[config.mk]
export PLATFORM = sky130hd
export DESIGN_NAME = car_lane_controller
export DESIGN_NICKNAME = d
export VERILOG_FILES = /design/src/rtl/frogger_pkg.sv /design/src/rtl/lane_step_calc.sv /design/src/rtl/car_lane_controller.sv
export SDC_FILE = /design/constraint.sdc
export NUM_CORES = 1
export LEC_CHECK = 0
export ABC_CLOCK_PERIOD_IN_PS = 3200
export CAP_MARGIN = 20
export CORE_UTILIZATION = 43
export DETAILED_ROUTE_END_ITERATION = 16
export PLACE_DENSITY = 0.65
export SYNTH_ARGS = -nofsm -noshare
export SYNTH_HDL_FRONTEND = slang
export SYNTH_HIERARCHICAL = 1
export SYNTH_SLANG_ARGS = --single-unit
export TNS_END_PERCENT = 30
[constraint.sdc]
create_clock -name i_Clk -period 3.2 [get_ports i_Clk]
set_input_delay 0.48 -clock i_Clk [delete_from_list [all_inputs] [get_ports i_Clk]]
set_output_delay 0.48 -clock i_Clk [all_outputs]
set_load 0.1 [all_outputs]
[src/rtl/frogger_pkg.sv]
// Shared Frogger playfield constants, lane defaults and the lane FSM state type.
package frogger_pkg;

  localparam int TILE_SIZE      = 32;
  localparam int H_VISIBLE_AREA = 640;
  localparam int V_VISIBLE_AREA = 480;

  localparam int C_LINE_1_Y = 352;
  localparam int C_LINE_2_Y = 320;
  localparam int C_LINE_3_Y = 288;
  localparam int C_LINE_4_Y = 256;

  localparam logic [15:0] C_LANE_SPEED   = 16'h3121;
  localparam logic [3:0]  C_LANE_REVERSE = 4'b1010;

  localparam int C_LANE_0_START = 0;
  localparam int C_LANE_1_START = 160;
  localparam int C_LANE_2_START = 320;
  localparam int C_LANE_3_START = 480;

  typedef enum logic [1:0] {
    S_IDLE,
    S_CALC,
    S_WRITE,
    S_COMMIT
  } t_lane_state;

endpackage

[src/rtl/lane_step_calc.sv]
// Combinational single-lane mover: advances x by step in either direction
// and wraps around the visible width, flagging when a wrap happened.
module lane_step_calc
  import frogger_pkg::*;
#(
  parameter int WRAP_WIDTH = H_VISIBLE_AREA
) (
  input  logic [9:0] x,
  input  logic [4:0] step,
  input  logic       reverse,
  output logic [9:0] x_next,
  output logic       wrap
);

  localparam logic [10:0] C_WRAP = 11'(WRAP_WIDTH);

  logic [10:0] x_ext;
  logic [10:0] step_ext;
  logic [10:0] fwd_sum;

  // 11-bit arithmetic keeps x + step and x + width - step from overflowing
  always_comb begin
    x_ext    = {1'b0, x};
    step_ext = {6'b000000, step};
    fwd_sum  = x_ext + step_ext;
    x_next   = '0;
    wrap     = 1'b0;
    if (reverse) begin
      if (x_ext < step_ext) begin
        wrap   = 1'b1;
        x_next = 10'(x_ext + C_WRAP - step_ext);
      end else begin
        x_next = 10'(x_ext - step_ext);
      end
    end else begin
      if (fwd_sum >= C_WRAP) begin
        wrap   = 1'b1;
        x_next = 10'(fwd_sum - C_WRAP);
      end else begin
        x_next = fwd_sum[9:0];
      end
    end
  end

endmodule

[src/rtl/car_lane_controller.sv]
// Four-lane car position generator for the Frogger playfield.
// One shared lane_step_calc is time-multiplexed over the lanes; results are
// staged in shadow registers and committed to the outputs in a single edge so
// the sprite stage never sees a half-updated set of lanes.
// Optional feature macro: CAR_LANE_LEVEL_SPEEDUP_EN (adds i_Level to every
// lane speed; when undefined i_Level is ignored).
module car_lane_controller #(
  parameter int          TILE_SIZE      = frogger_pkg::TILE_SIZE,
  parameter int          H_VISIBLE_AREA = frogger_pkg::H_VISIBLE_AREA,
  parameter int          FRAME_DIV      = 2,
  parameter logic [15:0] LANE_SPEED     = frogger_pkg::C_LANE_SPEED,
  parameter logic [3:0]  LANE_REVERSE   = frogger_pkg::C_LANE_REVERSE,
  parameter int          LANE_0_START   = frogger_pkg::C_LANE_0_START,
  parameter int          LANE_1_START   = frogger_pkg::C_LANE_1_START,
  parameter int          LANE_2_START   = frogger_pkg::C_LANE_2_START,
  parameter int          LANE_3_START   = frogger_pkg::C_LANE_3_START
) (
  input  logic       i_Clk,
  input  logic       i_Rst_N,
  input  logic       i_Frame_Tick,
  input  logic       i_Enable,
  input  logic       i_Restart,
  input  logic [2:0] i_Level,
  output logic [9:0] o_Car_1X_Position,
  output logic [9:0] o_Car_2X_Position,
  output logic [9:0] o_Car_3X_Position,
  output logic [9:0] o_Car_4X_Position,
  output logic [3:0] o_Reverse,
  output logic       o_Busy,
  output logic [3:0] o_Wrap_Pulse,
  output logic       o_Overrun
);

  import frogger_pkg::*;

  // Every start position must leave room for a whole car sprite on screen
  localparam bit C_CFG_OK = (FRAME_DIV >= 1) && (FRAME_DIV <= 15) &&
                            (LANE_0_START >= 0) && (LANE_0_START <= H_VISIBLE_AREA - TILE_SIZE) &&
                            (LANE_1_START >= 0) && (LANE_1_START <= H_VISIBLE_AREA - TILE_SIZE) &&
                            (LANE_2_START >= 0) && (LANE_2_START <= H_VISIBLE_AREA - TILE_SIZE) &&
                            (LANE_3_START >= 0) && (LANE_3_START <= H_VISIBLE_AREA - TILE_SIZE);

  generate
    if (!C_CFG_OK) begin : g_cfg_error
      $error("car_lane_controller: FRAME_DIV or lane start position out of range");
    end
  endgenerate

  localparam logic [3:0] C_DIV_LAST = 4'(FRAME_DIV - 1);

  t_lane_state r_state;
  logic [1:0]  r_lane;
  logic [3:0]  r_div;
  logic [9:0]  r_shadow [4];
  logic [9:0]  r_pos [4];
  logic [9:0]  r_cand;
  logic        r_cand_wrap;
  logic [3:0]  r_wrap_flags;
  logic        r_busy;
  logic [3:0]  r_wrap_pulse;
  logic        r_overrun;

  logic [3:0]  lane_base;
  logic [4:0]  lane_step;
  logic [9:0]  calc_x_next;
  logic        calc_wrap;

`ifdef CAR_LANE_LEVEL_SPEEDUP_EN
  logic [2:0]  r_level;
`else
  logic        unused_level;
  assign unused_level = ^i_Level;
`endif

  // Step for the lane currently being processed: its base speed, plus level when enabled
  always_comb begin
    lane_base = LANE_SPEED[{r_lane, 2'b00} +: 4];
`ifdef CAR_LANE_LEVEL_SPEEDUP_EN
    lane_step = {1'b0, lane_base} + {2'b00, r_level};
`else
    lane_step = {1'b0, lane_base};
`endif
  end

  lane_step_calc #(
    .WRAP_WIDTH (H_VISIBLE_AREA)
  ) u_step_calc (
    .x       (r_shadow[r_lane]),
    .step    (lane_step),
    .reverse (LANE_REVERSE[r_lane]),
    .x_next  (calc_x_next),
    .wrap    (calc_wrap)
  );

  // Frame divider plus IDLE -> (CALC, WRITE) x4 -> COMMIT sequencer; reset and restart share one load path
  always_ff @(posedge i_Clk) begin
    if (!i_Rst_N || i_Restart) begin
      r_state      <= S_IDLE;
      r_lane       <= 2'd0;
      r_div        <= 4'd0;
      r_shadow[0]  <= 10'(LANE_0_START);
      r_shadow[1]  <= 10'(LANE_1_START);
      r_shadow[2]  <= 10'(LANE_2_START);
      r_shadow[3]  <= 10'(LANE_3_START);
      r_pos[0]     <= 10'(LANE_0_START);
      r_pos[1]     <= 10'(LANE_1_START);
      r_pos[2]     <= 10'(LANE_2_START);
      r_pos[3]     <= 10'(LANE_3_START);
      r_cand       <= '0;
      r_cand_wrap  <= 1'b0;
      r_wrap_flags <= '0;
      r_busy       <= 1'b0;
      r_wrap_pulse <= '0;
      r_overrun    <= 1'b0;
`ifdef CAR_LANE_LEVEL_SPEEDUP_EN
      r_level      <= '0;
`endif
    end else begin
      r_wrap_pulse <= '0;
      if (i_Frame_Tick && (r_state != S_IDLE)) begin
        r_overrun <= 1'b1;
      end
      case (r_state)
        S_IDLE: begin
          if (i_Frame_Tick && i_Enable) begin
            if (r_div == C_DIV_LAST) begin
              r_div   <= 4'd0;
              r_lane  <= 2'd0;
              r_busy  <= 1'b1;
              r_state <= S_CALC;
`ifdef CAR_LANE_LEVEL_SPEEDUP_EN
              r_level <= i_Level;
`endif
            end else begin
              r_div <= r_div + 4'd1;
            end
          end
        end
        S_CALC: begin
          r_cand      <= calc_x_next;
          r_cand_wrap <= calc_wrap;
          r_state     <= S_WRITE;
        end
        S_WRITE: begin
          r_shadow[r_lane]     <= r_cand;
          r_wrap_flags[r_lane] <= r_cand_wrap;
          if (r_lane == 2'd3) begin
            r_state <= S_COMMIT;
          end else begin
            r_lane  <= r_lane + 2'd1;
            r_state <= S_CALC;
          end
        end
        S_COMMIT: begin
          r_pos        <= r_shadow;
          r_wrap_pulse <= r_wrap_flags;
          r_busy       <= 1'b0;
          r_state      <= S_IDLE;
        end
        default: begin
          r_state <= S_IDLE;
        end
      endcase
    end
  end

  assign o_Car_1X_Position = r_pos[0];
  assign o_Car_2X_Position = r_pos[1];
  assign o_Car_3X_Position = r_pos[2];
  assign o_Car_4X_Position = r_pos[3];
  assign o_Reverse         = LANE_REVERSE;
  assign o_Busy            = r_busy;
  assign o_Wrap_Pulse      = r_wrap_pulse;
  assign o_Overrun         = r_overrun;

endmodule

==> results.sh <==
export IMPL_ys_seq_elements=109
export IMPL_min_period_ns=3.27
export IMPL_clockBufferDepth=2
export IMPL_maxSlewViolCount=0
export IMPL_cts_root_buf="clkbuf_16"
export IMPL_violations="negative setup slack"
export IMPL_die_area_mm2=0.0135
export IMPL_dpl_hpwl_um=10200
export IMPL_areaGrowthSynthToFinish_pct=25.3
export IMPL_grt_pass1_vias=4683
export IMPL_async_reset_ff_frac=0
export IMPL_drive_gt1_frac=0.195
export IMPL_hold_viol_final=0
export IMPL_worst_slack_ns=-0.0732
export IMPL_syn_inst=674
export IMPL_grt_pass1_wl_um=23400
export IMPL_critical_path_buf_inv_count=1
export IMPL_placed_cell_area_mm2=0.00653
export IMPL_synth_area_top_cells="dfxtp_1 (39%), nand2_1 (12%), a21oi_1 (7.2%)"
export IMPL_p_per_area_mw_per_mm2=363
export IMPL_cts_buffers=9
export IMPL_wire_per_inst_um=15.4
export IMPL_seq_area_mm2=0.00219
export IMPL_synth_warnings=6
export IMPL_yosysUniqueCellTypes=66
export IMPL_crit_type="reg2reg"
export IMPL_post_route_period_util=1.02
export IMPL_holdCritStartpoint="o_Car_3X_Position[0]"
export IMPL_route_vias_total=4914
export IMPL_stdcell_area_mm2=0.00701
export IMPL_worstPathArrival_ns=3.56
export IMPL_end_kind="flop"
export IMPL_start_util=0.441
export IMPL_synth_top_area_cell="dfxtp_1"
export IMPL_crit_fanout=5
export IMPL_multi_input_area_mm2=0.00329
export IMPL_worst_path_max_delay_cell="mux4_2"
export IMPL_ir_drop_mv=0.298
export IMPL_pre_cts_slack_ns=-0.193
export IMPL_firstDrtPassIters=5
export IMPL_fin_cells=936
export IMPL_antenna_cells=0
export IMPL_ant_nets=0
export IMPL_crit_path_start_kind="flop"
export IMPL_p_leak_nw=2.65
export IMPL_r2r_slack_ns=-0.07
export IMPL_syn_area_per_cell_um2=8.30
export IMPL_rows=41
export IMPL_fmax_mhz=306
export IMPL_crit_start="r_lane[1]"
export IMPL_drtIter0Drc=343
export IMPL_crit_required_ns=3.48
export IMPL_skew_ns=0.00769
export IMPL_maxCapViolCount=0
export IMPL_holdWs_ns=0.456
export IMPL_drc=0
export IMPL_status="finished, violations left"
export IMPL_synth_area_mm2=0.00559
export IMPL_dieWidth_um=116
export IMPL_dpl_cell_count=915
export IMPL_dieHeight_um=116
export IMPL_cts_tree="done"
export IMPL_seq_area_frac_synth=0.390
export IMPL_antenna_found_initial=0
export IMPL_worst_pin_slew_ns=0.987
export IMPL_setup_viol=7
export IMPL_final_nets=801
export IMPL_core_area_mm2=0.0127
export IMPL_holdCritPathClass="reg2reg"
export IMPL_max_slew_margin=0.340
export IMPL_clk_pin_slew_worst_paths_ns=0.07
export IMPL_r2r_start="r_lane[1]"
export IMPL_rsz0062_at_grt="true"
export IMPL_ios=58
export IMPL_gp_congestion=0.844
export IMPL_wl_um=14400
export IMPL_crit_family="simple AND/OR/NAND/NOR gates"
export IMPL_slowest_delay_ns=0.60
export IMPL_grt_overflow=0
export IMPL_crit_chain="mux4_2 -> buf_6 -> fa_2 -> xnor2_1 -> or3_1 -> nor3_2 -> o211ai_1 -> or3_4 -> nor2_1 -> o31a_1 -> nand2_1 -> a21oi_2"
export IMPL_clk_latency_ns=0.35
export IMPL_grtUsageTotal=0.223
export IMPL_io_buffers=50
export IMPL_nFillCells=1184
export IMPL_via_per_inst=5.25
export IMPL_synth_edff_count=0
export IMPL_netlist_area_leader_share=0.390
export IMPL_h_tree_depth=3
export IMPL_clock_sinks=109
export IMPL_postCtsHoldBufs=0
export IMPL_grt_max_degree=45
export IMPL_synth_ff_type="dfxtp_1"
## state kept, by name, indices dropped and copies added, names as in the netlist
register           flops
r_cand_wrap            1
r_shadow              40
o_Car_2X_Position     10
r_cand                10
r_state                2
r_wrap_flags           4
o_Overrun              1
o_Car_4X_Position     10
r_div                  4
o_Wrap_Pulse           4
o_Car_3X_Position     10
r_lane                 2
o_Busy                 1
o_Car_1X_Position     10
## tightest hold or removal path, cell delays in order (launching register included)
cell,delay (ns)
dfxtp_1,0.31
nand2_1,0.05
a21oi_1,0.05
## cell usage in the layout (no fill, tap or decap), types with 3 or more instances in the layout
master / instances
clkbuf_16: 10
a21oi_2: 3
and3_1: 6
a31oi_1: 6
o21ai_0: 6
clkdlybuf4s50_1: 35
a211oi_2: 3
fa_1: 4
nor2b_1: 4
dfxtp_1: 107
nand3_1: 24
mux4_2: 10
nand2_1: 184
nor3_1: 4
xor2_1: 4
xnor2_1: 9
buf_4: 72
a21oi_1: 77
o21a_1: 5
and3b_1: 3
inv_1: 26
conb_1: 12
nor2_1: 23
o31a_1: 3
nor4_1: 3
nand2b_1: 3
nand3b_1: 7
ha_1: 23
mux2i_1: 12
or3_1: 4
ha_4: 3
## area by class of cell
class                           count  area share
Clock buffer                       12      0.0382
Clock inverter                      4     0.00393
Inverter                           28      0.0150
Multi-Input combinational cell    502       0.470
Sequential cell                   109       0.312
Tap cell                          172      0.0307
Timing Repair Buffer              109       0.130
## metrics by stage
stage,power (mW),TNS (ns),utilization
floorplan,1.46,0,-
global placement,1.48,-0.483,0.515
detailed placement,1.48,-0.786,0.515
CTS,2.56,-0.230,0.550
global route,2.62,-1.68,0.553
finish,2.55,-0.264,0.553
## worst paths after layout
check,end,cells after the start
setup reg to reg,r_cand_wrap,12
hold reg to reg,o_Car_3X_Position[0],2
hold / removal,o_Car_3X_Position[0],2
setup / recovery,r_cand_wrap,12
## per-layer routing
| metal | vias up | part of all wire | GRT usage |
|---|---|---|---|
| met5 | - | 0 | 0 |
| met4 | 0 | 0.014 | 0.0752 |
| met3 | 16 | 0.056 | 0.0277 |
| met2 | 122 | 0.49 | 0.377 |
| met1 | 2328 | 0.44 | 0.295 |
| li1 | 2448 | - | - |
## where the power goes
group	total [mW]	internal (mW)	leakage, nW	switching, mW
clock network	1.10	0.599	0.148	0.499
registers	1.36	1.36	0.880	0.000762
logic	0.0924	0.0264	1.62	0.0660
total	2.55	1.98	2.65	0.565
## what timing repair did
item,4_1_cts,5_1_grt
pin swaps,20,9
buffers inserted,4,1
endpoints found under the setup margin,7,9
gates resized for setup,24,6
## kinds of logic (layout without fill, tap and decap cells)
group	after synthesis	in the layout	synth area share
simple gates	287	287	0.233
compound gates	131	131	0.145
flops	109	109	0.390
buf+inv	73	153	0.0582
fa+ha+maj	34	34	0.0841
mux	23	23	0.0637
xor+xnor	15	15	0.0248
other cells	2	12	0.00134
## synthesized netlist by cell type, types with 3 or more instances
library cell and instances:
a31oi_1 8, a211oi_1 4, nor2_1 23, nand2b_1 4
inv_1 28, o21ai_0 6, mux2i_1 12, mux4_2 10
buf_2 7, xor2_1 4, clkbuf_1 28, nor4_1 3
nand2_1 185, o31a_1 3, and3_1 7, dfxtp_1 109
buf_6 3, nand3b_1 7, and3b_1 3, o21a_1 5
or3_1 4, nor3_1 5, xnor2_1 10, buf_4 5
nor2b_1 5, fa_1 6, nand3_1 24, a21oi_1 80
ha_1 28
No activity file was read; power rests on OpenSTA's default activity.
